===== src/rtl/mips_pkg.sv =====
// Shared MIPS definitions: datapath widths, the hard-wired zero register and
// symbolic register indices used by control, the RegDst mux and the register file.
package mips_pkg;

    localparam int DEFAULT_DATA_W = 32;
    localparam int DEFAULT_ADDR_W = 5;
    localparam int DEFAULT_CNT_W  = 16;

    localparam logic [4:0] ZERO_REG = 5'd0;

    typedef enum logic [4:0] {
        REG_ZERO = 5'd0,
        REG_AT   = 5'd1,
        REG_V0   = 5'd2,
        REG_V1   = 5'd3,
        REG_A0   = 5'd4,
        REG_A1   = 5'd5,
        REG_A2   = 5'd6,
        REG_A3   = 5'd7,
        REG_T0   = 5'd8,
        REG_T1   = 5'd9,
        REG_T2   = 5'd10,
        REG_T3   = 5'd11,
        REG_T4   = 5'd12,
        REG_T5   = 5'd13,
        REG_T6   = 5'd14,
        REG_T7   = 5'd15,
        REG_S0   = 5'd16,
        REG_S1   = 5'd17,
        REG_S2   = 5'd18,
        REG_S3   = 5'd19,
        REG_S4   = 5'd20,
        REG_S5   = 5'd21,
        REG_S6   = 5'd22,
        REG_S7   = 5'd23,
        REG_T8   = 5'd24,
        REG_T9   = 5'd25,
        REG_K0   = 5'd26,
        REG_K1   = 5'd27,
        REG_GP   = 5'd28,
        REG_SP   = 5'd29,
        REG_FP   = 5'd30,
        REG_RA   = 5'd31
    } reg_idx_e;

endpackage


===== src/rtl/register_file_wb_if.sv =====
// Write-back, operand-read and debug signals between the pipeline and the register file.
interface register_file_wb_if
    import mips_pkg::*;
#(
    parameter int DATA_W = DEFAULT_DATA_W,
    parameter int ADDR_W = DEFAULT_ADDR_W,
    parameter int CNT_W  = DEFAULT_CNT_W
);

    logic              RegWrite;
    logic [ADDR_W-1:0] WriteReg;
    logic [DATA_W-1:0] WriteData;
    logic [ADDR_W-1:0] ReadReg1;
    logic [ADDR_W-1:0] ReadReg2;
    logic [DATA_W-1:0] ReadData1;
    logic [DATA_W-1:0] ReadData2;
    logic [ADDR_W-1:0] DbgAddr;
    logic [DATA_W-1:0] DbgData;
    logic [CNT_W-1:0]  WrCount;

    modport master (
        output RegWrite, WriteReg, WriteData, ReadReg1, ReadReg2, DbgAddr,
        input  ReadData1, ReadData2, DbgData, WrCount
    );

    modport slave (
        input  RegWrite, WriteReg, WriteData, ReadReg1, ReadReg2, DbgAddr,
        output ReadData1, ReadData2, DbgData, WrCount
    );

endinterface


===== src/rtl/regfile_read_port.sv =====
// One combinational operand read: forces $0 to zero and optionally forwards the
// word being written this cycle so decode sees it without waiting for the edge.
module regfile_read_port
    import mips_pkg::*;
#(
    parameter int DATA_W = DEFAULT_DATA_W,
    parameter int ADDR_W = DEFAULT_ADDR_W,
    parameter bit BYPASS = 1'b1
) (
    input  logic [ADDR_W-1:0] rd_addr,
    input  logic [DATA_W-1:0] stored,
    input  logic              wr_en,
    input  logic [ADDR_W-1:0] wr_addr,
    input  logic [DATA_W-1:0] wr_data,
    input  logic              bypass_ok,
    output logic [DATA_W-1:0] rd_data
);

    logic hit;

    assign hit = BYPASS && bypass_ok && wr_en && (wr_addr == rd_addr);

    always_comb begin
        rd_data = stored;
        if (rd_addr == ADDR_W'(ZERO_REG)) begin
            rd_data = '0;
        end else if (hit) begin
            rd_data = wr_data;
        end
    end

endmodule


===== src/rtl/register_file_wb.sv =====
// MIPS 32x32 register file fed by the RegDst mux: two combinational operand reads,
// one write port, $0 hard-wired to zero, plus a debug read and a committed-write counter.
module register_file_wb
    import mips_pkg::*;
#(
    parameter int DATA_W = DEFAULT_DATA_W,
    parameter int ADDR_W = DEFAULT_ADDR_W,
    parameter bit BYPASS = 1'b1,
    parameter int CNT_W  = DEFAULT_CNT_W
) (
    input  logic              clk,
    input  logic              reset,
    register_file_wb_if.slave bus
);

    localparam int NREGS = 2 ** ADDR_W;

    logic [DATA_W-1:0] regs [NREGS];
    logic [CNT_W-1:0]  wr_count;
    logic              commit;
    logic              bypass_ok;

    // Writes to $0 are dropped entirely, so they neither store nor count.
    assign commit    = !reset && bus.RegWrite && (bus.WriteReg != ADDR_W'(ZERO_REG));
    assign bypass_ok = !reset;

    always_ff @(posedge clk) begin
        if (reset) begin
            for (int i = 0; i < NREGS; i++) begin
                regs[i] <= '0;
            end
            wr_count <= '0;
        end else if (commit) begin
            regs[bus.WriteReg] <= bus.WriteData;
            wr_count           <= wr_count + CNT_W'(1);
        end
    end

    regfile_read_port #(
        .DATA_W (DATA_W),
        .ADDR_W (ADDR_W),
        .BYPASS (BYPASS)
    ) u_read1 (
        .rd_addr   (bus.ReadReg1),
        .stored    (regs[bus.ReadReg1]),
        .wr_en     (bus.RegWrite),
        .wr_addr   (bus.WriteReg),
        .wr_data   (bus.WriteData),
        .bypass_ok (bypass_ok),
        .rd_data   (bus.ReadData1)
    );

    regfile_read_port #(
        .DATA_W (DATA_W),
        .ADDR_W (ADDR_W),
        .BYPASS (BYPASS)
    ) u_read2 (
        .rd_addr   (bus.ReadReg2),
        .stored    (regs[bus.ReadReg2]),
        .wr_en     (bus.RegWrite),
        .wr_addr   (bus.WriteReg),
        .wr_data   (bus.WriteData),
        .bypass_ok (bypass_ok),
        .rd_data   (bus.ReadData2)
    );

    // The debug view shows committed contents only, never the in-flight write.
    assign bus.DbgData = (bus.DbgAddr == ADDR_W'(ZERO_REG)) ? '0 : regs[bus.DbgAddr];
    assign bus.WrCount = wr_count;

endmodule


===== src/flat_wrapper.sv =====
// flat-port wrapper written by rule: the top's interface ports become plain ports
module register_file_wb_flat import mips_pkg::*;
#(
    parameter int DATA_W = DEFAULT_DATA_W,
    parameter int ADDR_W = DEFAULT_ADDR_W,
    parameter bit BYPASS = 1'b1,
    parameter int CNT_W  = DEFAULT_CNT_W
)
  (clk, reset, bus_RegWrite, bus_WriteReg, bus_WriteData, bus_ReadReg1, bus_ReadReg2, bus_DbgAddr, bus_ReadData1, bus_ReadData2, bus_DbgData, bus_WrCount);
  register_file_wb_if #(.DATA_W(DATA_W), .ADDR_W(ADDR_W), .CNT_W(CNT_W)) bus_i ();
  input  logic clk;
  input  logic reset;
  input wire logic [$bits(bus_i.RegWrite)-1:0] bus_RegWrite;
  input wire logic [$bits(bus_i.WriteReg)-1:0] bus_WriteReg;
  input wire logic [$bits(bus_i.WriteData)-1:0] bus_WriteData;
  input wire logic [$bits(bus_i.ReadReg1)-1:0] bus_ReadReg1;
  input wire logic [$bits(bus_i.ReadReg2)-1:0] bus_ReadReg2;
  input wire logic [$bits(bus_i.DbgAddr)-1:0] bus_DbgAddr;
  output wire logic [$bits(bus_i.ReadData1)-1:0] bus_ReadData1;
  output wire logic [$bits(bus_i.ReadData2)-1:0] bus_ReadData2;
  output wire logic [$bits(bus_i.DbgData)-1:0] bus_DbgData;
  output wire logic [$bits(bus_i.WrCount)-1:0] bus_WrCount;
  assign bus_i.RegWrite = bus_RegWrite;
  assign bus_i.WriteReg = bus_WriteReg;
  assign bus_i.WriteData = bus_WriteData;
  assign bus_i.ReadReg1 = bus_ReadReg1;
  assign bus_i.ReadReg2 = bus_ReadReg2;
  assign bus_i.DbgAddr = bus_DbgAddr;
  assign bus_ReadData1 = bus_i.ReadData1;
  assign bus_ReadData2 = bus_i.ReadData2;
  assign bus_DbgData = bus_i.DbgData;
  assign bus_WrCount = bus_i.WrCount;
  register_file_wb #(.DATA_W(DATA_W), .ADDR_W(ADDR_W), .BYPASS(BYPASS), .CNT_W(CNT_W)) u_core (.clk(clk), .reset(reset), .bus(bus_i));
endmodule

===== config.mk =====
export PLATFORM = sky130hd
export DESIGN_NAME = register_file_wb_flat
export DESIGN_NICKNAME = d
export VERILOG_FILES = /design/src/rtl/mips_pkg.sv /design/src/rtl/register_file_wb_if.sv /design/src/rtl/regfile_read_port.sv /design/src/rtl/register_file_wb.sv /design/src/flat_wrapper.sv
export SDC_FILE = /design/constraint.sdc
export NUM_CORES = 2
export LEC_CHECK = 0
export ABC_AREA = 1
export CAP_MARGIN = 20
export CORE_ASPECT_RATIO = 1.5
export CORE_MARGIN = 2
export CORE_UTILIZATION = 30
export DETAILED_ROUTE_END_ITERATION = 16
export HOLD_SLACK_MARGIN = 0.02
export SETUP_SLACK_MARGIN = 0.1
export SLEW_MARGIN = 20
export SYNTH_ARGS = -nofsm -noshare
export SYNTH_HDL_FRONTEND = slang
export SYNTH_HIERARCHICAL = 1
export SYNTH_SLANG_ARGS = --single-unit

===== constraint.sdc =====
create_clock -name clk -period 2.4 [get_ports clk]
set_input_delay 0.36 -clock clk [delete_from_list [all_inputs] [get_ports clk]]
set_output_delay 0.36 -clock clk [all_outputs]
set_load 0.02 [all_outputs]

==> results.tsv <==
metric	value	unit
result of the run	finished, violations left	
violated checks	setup timing	
num rows	216	
final setup TNS	-13.89	ns
die span in x	398	µm
First DRT Iteration DRCs	11392	
Worst-Margin Slew	1.06	ns
die outline area	236000	µm²
worst endpoint required time	2.04	ns
CTS Root Cell	clkbuf_16	
post-detail-place hpwl	255000	µm
overflow left after global routing	0	
worst r2r dst	u_core/bus.WrCount[8]	
dominant delay contributor by cell family on the critical path	simple AND/OR/NAND/NOR gates	
RSZ-0062 raised after global routing	true	
vias in the first global route	73292	
clk_lat worst skew	0.74	ns
Global Route Usage Sum	0.303	
cell area after synthesis	69700	µm²
start-to-end type of the worst setup path	reg2out	
GP Congestion	0.998	
yosys synthesis warning count	6	
final wirelength	374000	µm
via count	78861	
leak pwr	41.0	nW
Top Layer Used	met5	
maximum number of pins on one net before global-route repair	62	
CTS Buf Count	104	
clock input transition at the sequential cells of the worst setup and hold paths	0.06	ns
hold buffer count at CTS	0	
filler-free cell count of the finished design	13893	
number of antenna violations at the first check in global routing	13	
number of endpoints with negative hold slack in the final report	0	
CTS tree	yes	
worst ir drop on vdd	569	µV
M1 wire length	126000	µm
number of setup violations in the final report	94	
worst slew margin relative to its limit	0.296	
sequential element share of the synthesized area	0.446	
CP Cell Sequence	a21oi_1, o21ai_0, nand3_1, nand2_1, nand2_1, nand2_1, nand2_1, nand2_1, inv_1, nand2_1, inv_1, nor2_4, buf_6	
depth of the CTS H-tree	3	
initial standard-cell utilization of the core	0.302	
Detail Route Antenna Nets	0	
arrival time of data at the critical path endpoint	2.34	ns
worst min-delay path startpoint	reset	
Tmin final	2.70	ns
worst setup skew after layout	0.0141	ns
vias per inst	5.68	
fill cell instance count of the final layout	23291	
R2R Path Start	u_core/bus.WrCount[0]	
total number of clock tree sinks	1040	
number of top-level pins	167	
Port Buffer Count	166	
largest stage delay on the critical path	0.42	ns
Yosys reg bits	1040	
number of distinct library cells after synthesis	31	
kind of start point of the critical path	register	
placed cells	13574	
number of buffers on the longest clock path	3	
power per cell area	566	nW/µm²
type of destination of the critical path	output port	
max-slew violation count	0	
average wire per cell in the routed design	26.9	µm
Tcrit/Tclk final	1.12	
cell repeated most along the worst path	nand2_1	
vertical die dimension	595	µm
global-route wire length before repair	522000	µm
final net count	10802	
placeable core region	231000	µm²
critical path buffer and inverter count	3	
detailed route wirelength on metal2	166000	µm
Post-route DRC	0	
Cells after Synth	10183	
worst-case register-to-register setup slack	0.80	ns
Crit-path slowest cell	edfxtp_1	
Reg2Reg Depth	7	
sum of met3 wire segment lengths after detailed routing	42800	µm
Hold Crit Endpoint	u_core/bus.WrCount[15]	
most common library cell in the layout ignoring fill and taps	nand2_1	
path type of the worst min-delay path	in2reg	
Final Core Density	0.399	
hold path depth	3	
maximum frequency from static timing analysis	371	MHz
most used cells in the layout excluding fill and tap cells	nand2_1 (3702), nand3_1 (1912), nor2_1 (1070), edfxtp_1 (1024), buf_4 (677)	
largest fanout of any net on the critical path	2	
DRT Pass-1 Iters	9	
growth of design area from synthesis to finish	32.2	%
smallest setup slack after layout	-0.297	ns
average cell area after synthesis	6.85	µm²
max-cap check violation count	0	
fraction of layout cells with a size suffix above 1	0.222	
[synthesized netlist by cell type]
| master | instances | area share |
|---|---|---|
| buf_1 | 104 | 0.0056 |
| o21ai_0 | 158 | 0.011 |
| edfxtp_1 | 1024 | 0.44 |
| nand2_2 | 1 | 0.000090 |
| a211oi_1 | 2 | 0.00022 |
| inv_1 | 322 | 0.017 |
| nand3_1 | 2166 | 0.16 |
| buf_4 | 69 | 0.0074 |
| nand2_4 | 19 | 0.0031 |
| buf_2 | 180 | 0.013 |
| xor2_1 | 4 | 0.00050 |
| ha_1 | 1 | 0.00018 |
| nor3_4 | 1 | 0.00023 |
| inv_4 | 2 | 0.00018 |
| buf_6 | 27 | 0.0044 |
| clkbuf_8 | 3 | 0.00059 |
| a21oi_1 | 195 | 0.014 |
| nor2_2 | 6 | 0.00054 |
| nand4_1 | 67 | 0.0060 |
| nand3_2 | 2 | 0.00029 |
| clkbuf_1 | 500 | 0.027 |
| conb_1 | 1 | 0.000054 |
| and2_1 | 12 | 0.0011 |
| dfxtp_1 | 16 | 0.0046 |
| nand2_1 | 4097 | 0.22 |
| clkinv_1 | 2 | 0.00011 |
| nor2_1 | 1177 | 0.063 |
| nor3_2 | 7 | 0.0010 |
| o21a_1 | 1 | 0.00011 |
| inv_2 | 10 | 0.00054 |
| nor3_1 | 7 | 0.00050 |
[sequential cells by signal, indices dropped and copies added, names as in the netlist]
signal,cells
u_core/bus.WrCount,16
u_core/regs,1024
[layout make-up]
class	instances	area, µm²	area share
sequential	1040	31100	0.337
multi-input combinational	7955	36800	0.400
inverter	336	1450	0.0158
antenna	4	10.0	0.000109
tap	3052	3820	0.0414
clock inverter	74	744	0.00808
clock buffer	123	2720	0.0295
timing repair buffer	1309	15500	0.169
[tightest hold or removal path, delay by kind of cell]
| family | cells | cell delay [ns] |
|---|---|---|
| buf+inv | 2 | 0.36 |
| simple gates | 1 | 0.13 |
[per-layer routing]
metal  track usage  vias up
met5             0        -
met4         0.259        8
met3        0.0670     1897
met2         0.477     6016
met1         0.349    36551
li1              -    34389
[timing repair]
item / CTS / global route
hold endpoints to repair: 0 / 0
endpoints found under the setup margin: 96 / 96
pin swaps: 632 / 597
cloned: 4 / 7
buffers inserted: 69 / 55
resized for setup: 1027 / 639
[kinds of logic (layout without fill, tap and decap cells)]
family          after synthesis  count (layout)  share of synthesized area
buf+inv                    1219            1842                     0.0760
compound gates              356             356                     0.0257
other cells                   1              36                  0.0000538
fa+ha+maj                     1               1                   0.000179
simple gates               7562            7562                      0.452
xor+xnor                      4               4                   0.000502
flops                      1040            1040                      0.446
[power breakdown]
group          switching, mW  total (mW)  internal [mW]  leakage, nW
registers              0.848        21.8           20.9         9.88
clock network           7.89        17.3           9.42         1.66
logic                   8.34        13.1           4.72         29.4
[metrics by stage]
stage | cell area, µm² | power, mW | worst slack [ns] | hold WS [ns]
floorplan | 70000 | 27.6 | -0.0942 | 0.515
global placement | 83700 | 33.6 | -0.974 | 0.493
detailed placement | 83700 | 33.5 | -0.895 | 0.503
CTS | 89500 | 51.2 | -0.286 | 0.117
global route | 92200 | 53.6 | -0.418 | 0.149
finish | 92200 | 52.2 | -0.297 | 0.141
[worst max-delay path by stage]
stage / startpoint / endpoint / slack [ns] / cells past startpoint
floorplan: bus_WriteReg[4] / u_core/regs[24][0] / -0.09 / 9
global placement: bus_WriteReg[4] / bus_ReadData1[30] / -0.97 / 11
detailed placement: bus_WriteReg[4] / bus_ReadData1[30] / -0.89 / 11
CTS: u_core/regs[4][24] / bus_ReadData1[24] / -0.29 / 13
global route: u_core/regs[4][24] / bus_ReadData1[24] / -0.42 / 13
finish: u_core/regs[5][7] / bus_ReadData1[7] / -0.30 / 13
(Power assumes the default switching activity.)
